===== src/rtl/reg_writeback_queue_if.sv =====
// rtl/reg_writeback_queue_if.sv - result/write-port bundle for the writeback queue; bypass signals under WB_BYPASS_EN
interface reg_writeback_queue_if #(
  parameter int ADDR_W = 5,
  parameter int DATA_W = 32
);
  logic              res_valid;
  logic              res_ready;
  logic [ADDR_W-1:0] res_addr;
  logic [DATA_W-1:0] res_data;
  logic              flush;
  logic              wr_hold;
  logic              write_reg;
  logic [ADDR_W-1:0] write_reg_addr;
  logic [DATA_W-1:0] write_reg_data;
  logic [31:0]       busy_mask;
  logic              pending;
`ifdef WB_BYPASS_EN
  logic [ADDR_W-1:0] byp_addr1;
  logic [ADDR_W-1:0] byp_addr2;
  logic              byp_hit1;
  logic              byp_hit2;
  logic [DATA_W-1:0] byp_data1;
  logic [DATA_W-1:0] byp_data2;

  // Queue side: consumes results, masters the register file write port.
  modport master (
    input  res_valid, res_addr, res_data, flush, wr_hold, byp_addr1, byp_addr2,
    output res_ready, write_reg, write_reg_addr, write_reg_data, busy_mask, pending,
           byp_hit1, byp_hit2, byp_data1, byp_data2
  );

  // Environment side: producer, hazard logic and register file.
  modport slave (
    output res_valid, res_addr, res_data, flush, wr_hold, byp_addr1, byp_addr2,
    input  res_ready, write_reg, write_reg_addr, write_reg_data, busy_mask, pending,
           byp_hit1, byp_hit2, byp_data1, byp_data2
  );
`else
  // Queue side: consumes results, masters the register file write port.
  modport master (
    input  res_valid, res_addr, res_data, flush, wr_hold,
    output res_ready, write_reg, write_reg_addr, write_reg_data, busy_mask, pending
  );

  // Environment side: producer, hazard logic and register file.
  modport slave (
    output res_valid, res_addr, res_data, flush, wr_hold,
    input  res_ready, write_reg, write_reg_addr, write_reg_data, busy_mask, pending
  );
`endif
endinterface


===== src/rtl/reg_writeback_queue.sv =====
// rtl/reg_writeback_queue.sv - in-order writeback FIFO driving the register file write port; forwarding under WB_BYPASS_EN
module reg_writeback_queue #(
  parameter int DEPTH  = 4,
  parameter int ADDR_W = 5,
  parameter int DATA_W = 32
) (
  input  logic                   clk,
  input  logic                   rst_n,
  reg_writeback_queue_if.master  bus
);

  localparam int PTR_W = $clog2(DEPTH);
  localparam int CNT_W = PTR_W + 1;

  logic [ADDR_W-1:0] entry_addr [DEPTH];
  logic [DATA_W-1:0] entry_data [DEPTH];
  logic [DEPTH-1:0]  entry_valid;
  logic [PTR_W-1:0]  rd_ptr;
  logic [PTR_W-1:0]  wr_ptr;
  logic [CNT_W-1:0]  count;

  logic is_empty;
  logic is_full;
  logic accept;
  logic enqueue;
  logic pop;
  logic [31:0] busy;

  assign is_empty = (count == '0);
  assign is_full  = (count == CNT_W'(DEPTH));

  // A flush cycle refuses offers so nothing slips in behind the discard.
  assign bus.res_ready = !is_full && !bus.flush;
  assign accept        = bus.res_valid && bus.res_ready;
  // Writes to x0 complete the handshake but never occupy a slot.
  assign enqueue       = accept && (bus.res_addr != '0);
  assign pop           = !is_empty && !bus.wr_hold;

  assign bus.pending        = !is_empty;
  assign bus.write_reg      = pop;
  assign bus.write_reg_addr = is_empty ? '0 : entry_addr[rd_ptr];
  assign bus.write_reg_data = is_empty ? '0 : entry_data[rd_ptr];
  assign bus.busy_mask      = busy;

  // Queue control: pointers, occupancy and per-slot valid bits.
  always_ff @(posedge clk or negedge rst_n) begin
    if (!rst_n) begin
      rd_ptr      <= '0;
      wr_ptr      <= '0;
      count       <= '0;
      entry_valid <= '0;
    end else if (bus.flush) begin
      rd_ptr      <= '0;
      wr_ptr      <= '0;
      count       <= '0;
      entry_valid <= '0;
    end else begin
      // Slots only coincide when empty or full, and those exclude pop or enqueue.
      if (pop) begin
        entry_valid[rd_ptr] <= 1'b0;
        rd_ptr              <= rd_ptr + PTR_W'(1);
      end
      if (enqueue) begin
        entry_valid[wr_ptr] <= 1'b1;
        wr_ptr              <= wr_ptr + PTR_W'(1);
      end
      if (enqueue && !pop) begin
        count <= count + CNT_W'(1);
      end else if (pop && !enqueue) begin
        count <= count - CNT_W'(1);
      end
    end
  end

  // Payload storage; left unreset because entry_valid and count gate every use.
  always_ff @(posedge clk) begin
    if (enqueue) begin
      entry_addr[wr_ptr] <= bus.res_addr;
      entry_data[wr_ptr] <= bus.res_data;
    end
  end

  // Pending-destination mask: one bit per register targeted by a live entry.
  always_comb begin
    busy = '0;
    for (int i = 0; i < DEPTH; i++) begin
      if (entry_valid[i]) begin
        for (int b = 1; b < 32; b++) begin
          if (32'(entry_addr[i]) == 32'(b)) begin
            busy[b] = 1'b1;
          end
        end
      end
    end
  end

`ifdef WB_BYPASS_EN
  logic [ADDR_W-1:0] byp_addr [2];
  logic              byp_hit  [2];
  logic [DATA_W-1:0] byp_data [2];

  assign byp_addr[0]   = bus.byp_addr1;
  assign byp_addr[1]   = bus.byp_addr2;
  assign bus.byp_hit1  = byp_hit[0];
  assign bus.byp_hit2  = byp_hit[1];
  assign bus.byp_data1 = byp_data[0];
  assign bus.byp_data2 = byp_data[1];

  // Forwarding: scan oldest to youngest so the youngest match wins; head still counts.
  always_comb begin
    logic [PTR_W-1:0] idx;
    idx = '0;
    for (int p = 0; p < 2; p++) begin
      byp_hit[p]  = 1'b0;
      byp_data[p] = '0;
      for (int k = 0; k < DEPTH; k++) begin
        idx = rd_ptr + PTR_W'(k);
        if (entry_valid[idx] && (byp_addr[p] != '0) && (entry_addr[idx] == byp_addr[p])) begin
          byp_hit[p]  = 1'b1;
          byp_data[p] = entry_data[idx];
        end
      end
    end
  end
`endif

endmodule

===== src/flat_wrapper.sv =====
// flat-port wrapper written by rule: the top's interface ports become plain ports
module reg_writeback_queue_flat 
#(
  parameter int DEPTH  = 4,
  parameter int ADDR_W = 5,
  parameter int DATA_W = 32
)
  (clk, rst_n, bus_res_valid, bus_res_addr, bus_res_data, bus_flush, bus_wr_hold, bus_res_ready, bus_write_reg, bus_write_reg_addr, bus_write_reg_data, bus_busy_mask, bus_pending);
  reg_writeback_queue_if #(.ADDR_W(ADDR_W), .DATA_W(DATA_W)) bus_i ();
  input  logic clk;
  input  logic rst_n;
  input wire logic [$bits(bus_i.res_valid)-1:0] bus_res_valid;
  input wire logic [$bits(bus_i.res_addr)-1:0] bus_res_addr;
  input wire logic [$bits(bus_i.res_data)-1:0] bus_res_data;
  input wire logic [$bits(bus_i.flush)-1:0] bus_flush;
  input wire logic [$bits(bus_i.wr_hold)-1:0] bus_wr_hold;
  output wire logic [$bits(bus_i.res_ready)-1:0] bus_res_ready;
  output wire logic [$bits(bus_i.write_reg)-1:0] bus_write_reg;
  output wire logic [$bits(bus_i.write_reg_addr)-1:0] bus_write_reg_addr;
  output wire logic [$bits(bus_i.write_reg_data)-1:0] bus_write_reg_data;
  output wire logic [$bits(bus_i.busy_mask)-1:0] bus_busy_mask;
  output wire logic [$bits(bus_i.pending)-1:0] bus_pending;
  assign bus_i.res_valid = bus_res_valid;
  assign bus_i.res_addr = bus_res_addr;
  assign bus_i.res_data = bus_res_data;
  assign bus_i.flush = bus_flush;
  assign bus_i.wr_hold = bus_wr_hold;
  assign bus_res_ready = bus_i.res_ready;
  assign bus_write_reg = bus_i.write_reg;
  assign bus_write_reg_addr = bus_i.write_reg_addr;
  assign bus_write_reg_data = bus_i.write_reg_data;
  assign bus_busy_mask = bus_i.busy_mask;
  assign bus_pending = bus_i.pending;
  reg_writeback_queue #(.DEPTH(DEPTH), .ADDR_W(ADDR_W), .DATA_W(DATA_W)) u_core (.clk(clk), .rst_n(rst_n), .bus(bus_i));
endmodule

===== config.mk =====
export PLATFORM = sky130hd
export DESIGN_NAME = reg_writeback_queue_flat
export DESIGN_NICKNAME = d
export VERILOG_FILES = /design/src/rtl/reg_writeback_queue_if.sv /design/src/rtl/reg_writeback_queue.sv /design/src/flat_wrapper.sv
export SDC_FILE = /design/constraint.sdc
export NUM_CORES = 1
export LEC_CHECK = 0
export ABC_AREA = 0
export CAP_MARGIN = 15
export CORE_ASPECT_RATIO = 0.6
export CORE_MARGIN = 4
export CORE_UTILIZATION = 49
export CTS_CLUSTER_DIAMETER = 40
export DETAILED_ROUTE_END_ITERATION = 7
export PLACE_DENSITY = 0.77
export RECOVER_POWER = 25
export REMOVE_ABC_BUFFERS = 1
export SLEW_MARGIN = 20
export SYNTH_ARGS = -nofsm -noshare
export SYNTH_HDL_FRONTEND = slang
export SYNTH_SLANG_ARGS = --single-unit

===== constraint.sdc =====
create_clock -name clk -period 2.44 [get_ports clk]
set_clock_uncertainty 0.2 [all_clocks]
set_input_delay 0.488 -clock clk [delete_from_list [all_inputs] [get_ports clk]]
set_output_delay 0.488 -clock clk [all_outputs]
set_load 0.01 [all_outputs]

==> run_results.csv, run 1 <==
group,metric,value,unit
sta,slew_viol_final,0,
synth,yosysSeqAreaShare,63.8,%
clocking,clockBufferDepth,2,
global_route,antenna_found_initial,2,
critical_path,worst-setup-path-type,"flop to output pin",
global_route,overflow,0,
synth,avgSynthCellArea,15.4,um^2
route,drt_iter0_drc,634,
worst_hold_path,hold_class,"primary input to asynchronous set/reset pin",
layout,mostFrequentLayoutCells,"edfxtp_1 (148), buf_4 (94), buf_6 (86)",
synth,syn_inst,482,
route,wl_per_cell,26.1,um
placement,place.detailed.hpwl,15900,um
sta,post-route-min-period,2.73,ns
layout,final_cells,976,
global_route,grt_pass1_vias,5846,
floorplan,rows,34,
placement,dp.cells,875,
route,routed_wl,25500,um
floorplan,die_h,103,um
clocking,clock_latency,0.43,ns
floorplan,io_pins,114,
layout,fin_util,79.9,%
power_and_ir_drop,pwr_density_cell,865,nW/um^2
critical_path,endpoint_kind,"output pin",
synth,ys_types,50,
flow_run,max_cap_violations,0,
synth,yosysWarningCount,0,
layout,fillers,772,
sta,tightest_slew,0.545,ns
layout,antenna_cells,0,
layout,fin_nets,816,
route,vias,5979,
route,drt_pass1_iterations,5,
status,failed_checks,"negative setup slack",
placement,io_buffers,112,
synth,async_flop_share,6.92,%
sta,slew_headroom,63.6,%
layout,multi_input_area,3370,um^2
clocking,path_clk_slew,0.08,ns
critical_path,critPathArrivalTime,2.04,ns
floorplan,die-area,17200,um^2
synth,ys_seq_elements,159,
sta,fin_crit_sh,112,%
clocking,cts-buffers-inserted,17,
global_route,grt_max_degree,27,
sta,setup_violations,68,
sta,hold_ws,0.207,ns
clocking,cts_tree,"done",
layout,seq_area,4720,um^2
floorplan,die_x,167,um
sta,hold_viol,0,
synth,synth_edf_count,148,
floorplan,start_util,50.6,%
critical_path,worstPathRequired,1.75,ns
synth,syn_area,7400,um^2
layout,drive_gt1_share,59.6,%
route,viasPerCell,6.13,
status,run_status,"finished, violations left",
global_route,grt.total_usage,28.7,%
layout,area_growth,58.0,%
clocking,cts_root_buffer,"clkbuf_16",
route,antenna_left,0,
sta,fmax,366,MHz
sta,rsz0062_at_grt,"yes",
placement,place_ws,-0.574,ns
global_route,grt_pass1_wl,36300,um
power_and_ir_drop,ir_drop,559,uV
clocking,h-tree-depth,4,
sta,fin_setup_tns,-9.90,ns
critical_path,cp-start-kind,"flop",
power_and_ir_drop,p_leak,4.41,nW
critical_path,path_max_fanout,8,
layout,layout.cells.most_common,"edfxtp_1",
route,drc,0,
synth,ys.flop_type,"edfxtp_1",
clocking,cts_sinks,159,
clocking,hold_buffers,0,
floorplan,core_area,14600,um^2
sta,worst_slack,-0.291,ns
placement,gp_congestion,0.986,
## sequential cells by signal, indices dropped and copies added, names as in the netlist
name                cells
u_core.count            3
u_core.entry_addr      20
u_core.entry_data     128
u_core.entry_valid      4
u_core.rd_ptr           2
u_core.wr_ptr           2
## cells in the mapped netlist, types with 2 or more instances
cell type	number	area, um^2
o22ai_1	5	31.3
o22a_1	2	17.5
nor2_1	32	120
nand4b_1	4	35.0
buf_2	7	35.0
ha_1	8	100
mux4_2	37	833
or2_2	3	18.8
o21ai_0	4	20.0
inv_1	7	26.3
o221ai_1	16	140
nor3_1	8	40.0
nand2_1	27	101
mux2_4	3	45.0
a22oi_1	6	45.0
clkbuf_1	16	60.1
a221o_1	11	110
o32ai_1	5	43.8
nand4_1	2	12.5
edfxtp_1	148	4440
nor3b_1	3	22.5
nand2b_1	12	75.1
a32oi_1	5	43.8
and3b_1	2	17.5
nand3_1	8	40.0
a211o_1	2	17.5
buf_4	3	22.5
dfrtp_1	11	275
and2_1	5	31.3
inv_2	2	7.51
nor2b_1	51	319
a21oi_1	9	45.0
## area by class of cell
| type | instances | share of cell area (%) |
|---|---|---|
| sequential | 159 | 40.4 |
| multi-input combinational | 287 | 28.8 |
| timing repair buffer | 291 | 23.2 |
| clock buffer | 17 | 3.64 |
| tap | 198 | 2.12 |
| clock inverter | 15 | 1.57 |
| inverter | 9 | 0.310 |
## path summary, 6_finish.rpt
path	start	end	slack (ns)	cells after the start
max	u_core.rd_ptr[0]	bus_write_reg_addr[4]	-0.29	6
min	rst_n	u_core.wr_ptr[1]	0.21	1
max reg2reg	u_core.count[0]	u_core.count[2]	0.06	10
min reg2reg	u_core.wr_ptr[1]	u_core.wr_ptr[1]	0.45	2
max in group asynchronous	rst_n	u_core.count[2]	1.44	1
min in group clk	bus_res_addr[3]	u_core.entry_addr[2][3]	0.33	1
## critical path, stage by stage, from the launching register on
cell and delay, ns:
dfrtp_2 0.41, buf_12 0.14, buf_12 0.15, buf_12 0.10
mux4_2 0.53, nor2b_4 0.15, buf_6 0.12
## logic make-up (layout without fill, tap and decap cells)
family | count (synthesis) | in the layout | share of synthesized area [%]
AO/OA/AOI/OAI | 74 | 74 | 8.08
multiplexers | 40 | 40 | 11.9
buffers and inverters | 36 | 332 | 2.32
XOR/XNOR | 2 | 2 | 0.490
flip-flops | 159 | 159 | 63.8
other | 1 | 1 | 0.0507
adder cells (fa/ha/maj) | 9 | 9 | 1.62
AND/OR/NAND/NOR | 161 | 161 | 11.8
## report_power, final
part / switching (W) / total (W) / internal (W)
Sequential: 0.000118 / 0.00331 / 0.00319
Combinational: 0.00191 / 0.00415 / 0.00224
Clock: 0.00127 / 0.00266 / 0.00139
Total: 0.00330 / 0.0101 / 0.00682
## stage by stage
stage | total power [W] | area [um^2]
after floorplan | 0.00491 | 7260
after global placement | 0.00654 | 9600
after CTS | 0.00978 | 11000
final | 0.0101 | 11700
after global routing | 0.0105 | 11700
after detailed placement | 0.00660 | 9600
## layer usage
metal	vias to the layer above	track usage [%]	wire (um)
met5	-	0	27
met4	4	7.10	571
met3	75	10.7	3090
met2	426	43.1	11600
met1	2980	40.7	10200
li1	2494	-	-
## what timing repair did
| action | in CTS | in global routing |
|---|---|---|
| setup endpoints to repair | 72 | 69 |
| resized for setup | 433 | 141 |
| pin swaps | 24 | 41 |
| hold endpoints to repair | 0 | 0 |
| buffers inserted | 46 | 36 |
| gates cloned | 3 | 0 |
Note: power is estimated with default switching activity, not from simulation.
==> run 2: changes to the inputs <==
Settings changed: CORE_UTILIZATION 49 to 56, DONT_BUFFER_PORTS set to 1, PLACE_DENSITY 0.77 to 0.74.
Clock period 2.44 ns to 2.4 ns, I/O delays scaled along.
==> run 2 against run 1 <==
  * The run still ends with negative setup slack left
  * Sequential power is 1% higher
  * Global-route usage up 0.62 points
  * Flip-flop and latch count unchanged
  * Via count down 12%
  * Sequential share of layout area up 5.0 points
  * Critical path type unchanged
  * Critical endpoint is now bus_write_reg_data[23]
  * Largest power group unchanged
  * Highest routed layer unchanged
==> run_results.csv, run 2 (synthesized netlist as in run 1, its figures left out) <==
group,metric,value,unit
status,run_status,"finished, violations left",
status,failed_checks,"negative setup slack",
global_route,grt_pass1_wl,32800,um
layout,area_growth,40.5,%
clocking,cts_root_buffer,"clkbuf_16",
route,vias,5277,
clocking,cts_sinks,159,
critical_path,path_buf_inv,3,
layout,fin_nets,669,
layout,layout.cells.most_common,"edfxtp_1",
critical_path,endpoint_kind,"output pin",
sta,rsz0062_at_grt,"yes",
route,wl_per_cell,28.0,um
layout,largest_reg_flops,128,
worst_hold_path,hold_class,"primary input to flop",
global_route,antenna_found_initial,1,
route,antenna_left,0,
floorplan,die_x,156,um
critical_path,cp-start-kind,"flop",
route,drt_pass1_iterations,6,
sta,hold_viol,0,
sta,fin_crit_sh,107,%
placement,io_buffers,0,
power_and_ir_drop,power,0.00958,W
sta,slew_headroom,64.6,%
critical_path,cp_top_family,"multiplexers",
sta,fmax,391,MHz
clocking,h-tree-depth,4,
global_route,grt.total_usage,29.4,%
floorplan,core_area,12900,um^2
flow_run,max_cap_violations,0,
sta,fin_setup_tns,-4.47,ns
floorplan,rows,32,
sta,slew_viol_final,0,
clocking,cts_tree,"done",
global_route,grt_pass1_vias,5191,
layout,antenna_cells,0,
sta,worst_slack,-0.160,ns
clocking,cts-buffers-inserted,17,
critical_path,crit_slowest_cell,"mux4_2",
layout,drive_gt1_share,50.6,%
clocking,clockBufferDepth,2,
power_and_ir_drop,ir_drop,736,uV
layout,mostFrequentLayoutCells,"edfxtp_1 (148), buf_4 (62), dlygate4sd3_1 (40)",
placement,place.detailed.hpwl,13300,um
sta,setup_violations,54,
layout,largestRegisters,"u_core.entry_data x128, u_core.entry_addr x20, u_core.entry_valid x4",
route,viasPerCell,6.59,
critical_path,worstPathRequired,1.72,ns
critical_path,critPathArrivalTime,1.88,ns
critical_path,worstPathCellList,"buf_6 > buf_12 > buf_16 > mux4_2 > nor2b_4",
floorplan,start_util,57.4,%
power_and_ir_drop,pwr_density_cell,921,nW/um^2
clocking,path_clk_slew,0.07,ns
sta,post-route-min-period,2.56,ns
floorplan,io_pins,114,
placement,gp_congestion,1.02,
floorplan,die-area,15200,um^2
route,drt_iter0_drc,593,
sta,tightest_slew,0.529,ns
critical_path,worst-setup-path-type,"flop to output pin",
placement,place_ws,-0.107,ns
floorplan,die_h,97.0,um
global_route,overflow,0,
route,routed_wl,22400,um
global_route,grt_max_degree,33,
critical_path,path_max_fanout,7,
power_and_ir_drop,p_leak,3.61,nW
critical_path,critPathMaxStageDelay,0.51,ns
clocking,clock_latency,0.42,ns
layout,largest-register,"u_core.entry_data",
route,drc,0,
## run 2: changes by cell type in the layout (fill, tap and decap cells not counted), sizes merged
cell / previous run / this run
clkinv: 8 / 7
buf: 247 / 104
dlygate4sd3: 21 / 40
clkinvlp: 0 / 1
clkdlybuf4s50: 19 / 0
dlygate4sd2: 4 / 0
## run 2: final timing paths
check	start	endpoint	slack [ns]	cells past startpoint
hold / removal	bus_flush	u_core.wr_ptr[0]	0.06	2
hold reg to reg	u_core.wr_ptr[1]	u_core.wr_ptr[1]	0.43	2
setup / recovery	u_core.rd_ptr[0]	bus_write_reg_data[23]	-0.16	5
max in group asynchronous	rst_n	u_core.rd_ptr[1]	1.35	1
min in group asynchronous	rst_n	u_core.count[0]	0.27	1
setup reg to reg	u_core.count[2]	u_core.count[2]	0.12	10
## run 2: area by class of cell
class / count / area, um^2
clock buffer: 17 / 425
clock inverter: 15 / 169
fill: 665 / 2490
inverter: 9 / 33.8
multi-input combinational: 287 / 3340
sequential: 159 / 4720
tap: 170 / 213
timing repair buffer: 144 / 1500
## run 2: per-layer routing
| layer | share of wire, % | wire (um) | global-route usage [%] |
|---|---|---|---|
| met1 | 40 | 9010 | 42.2 |
| met2 | 45 | 10200 | 42.0 |
| met4 | 2.5 | 556 | 7.47 |
| met5 | 0.058 | 13 | 0 |
| met3 | 12 | 2660 | 12.1 |
## run 2: repair_timing
action,4_1_cts,5_1_grt
pin swaps,12,23
gates resized for setup,124,97
setup endpoints to repair,68,70
hold buffers,40,0
hold endpoints to repair,166,0
cloned,4,0
buffers inserted,39,21
## run 2: stage by stage
step / instance area, um^2 / cells / utilization [%] / hold slack [ns]
after floorplan: 7260 / 455 / - / -0.0156
after global placement: 7900 / 668 / 61.3 / -0.0151
after detailed placement: 7900 / 668 / 61.3 / -0.0152
after CTS: 9810 / 782 / 76.1 / 0.0531
after global routing: 10400 / 801 / 80.6 / 0.0644
final: 10400 / 801 / 80.6 / 0.0624
## run 2: power breakdown
| group | leakage [nW] | switching [W] | internal [W] |
|---|---|---|---|
| Sequential | 1.49 | 0.000108 | 0.00324 |
| Combinational | 1.83 | 0.00182 | 0.00177 |
| Clock | 0.289 | 0.00123 | 0.00140 |
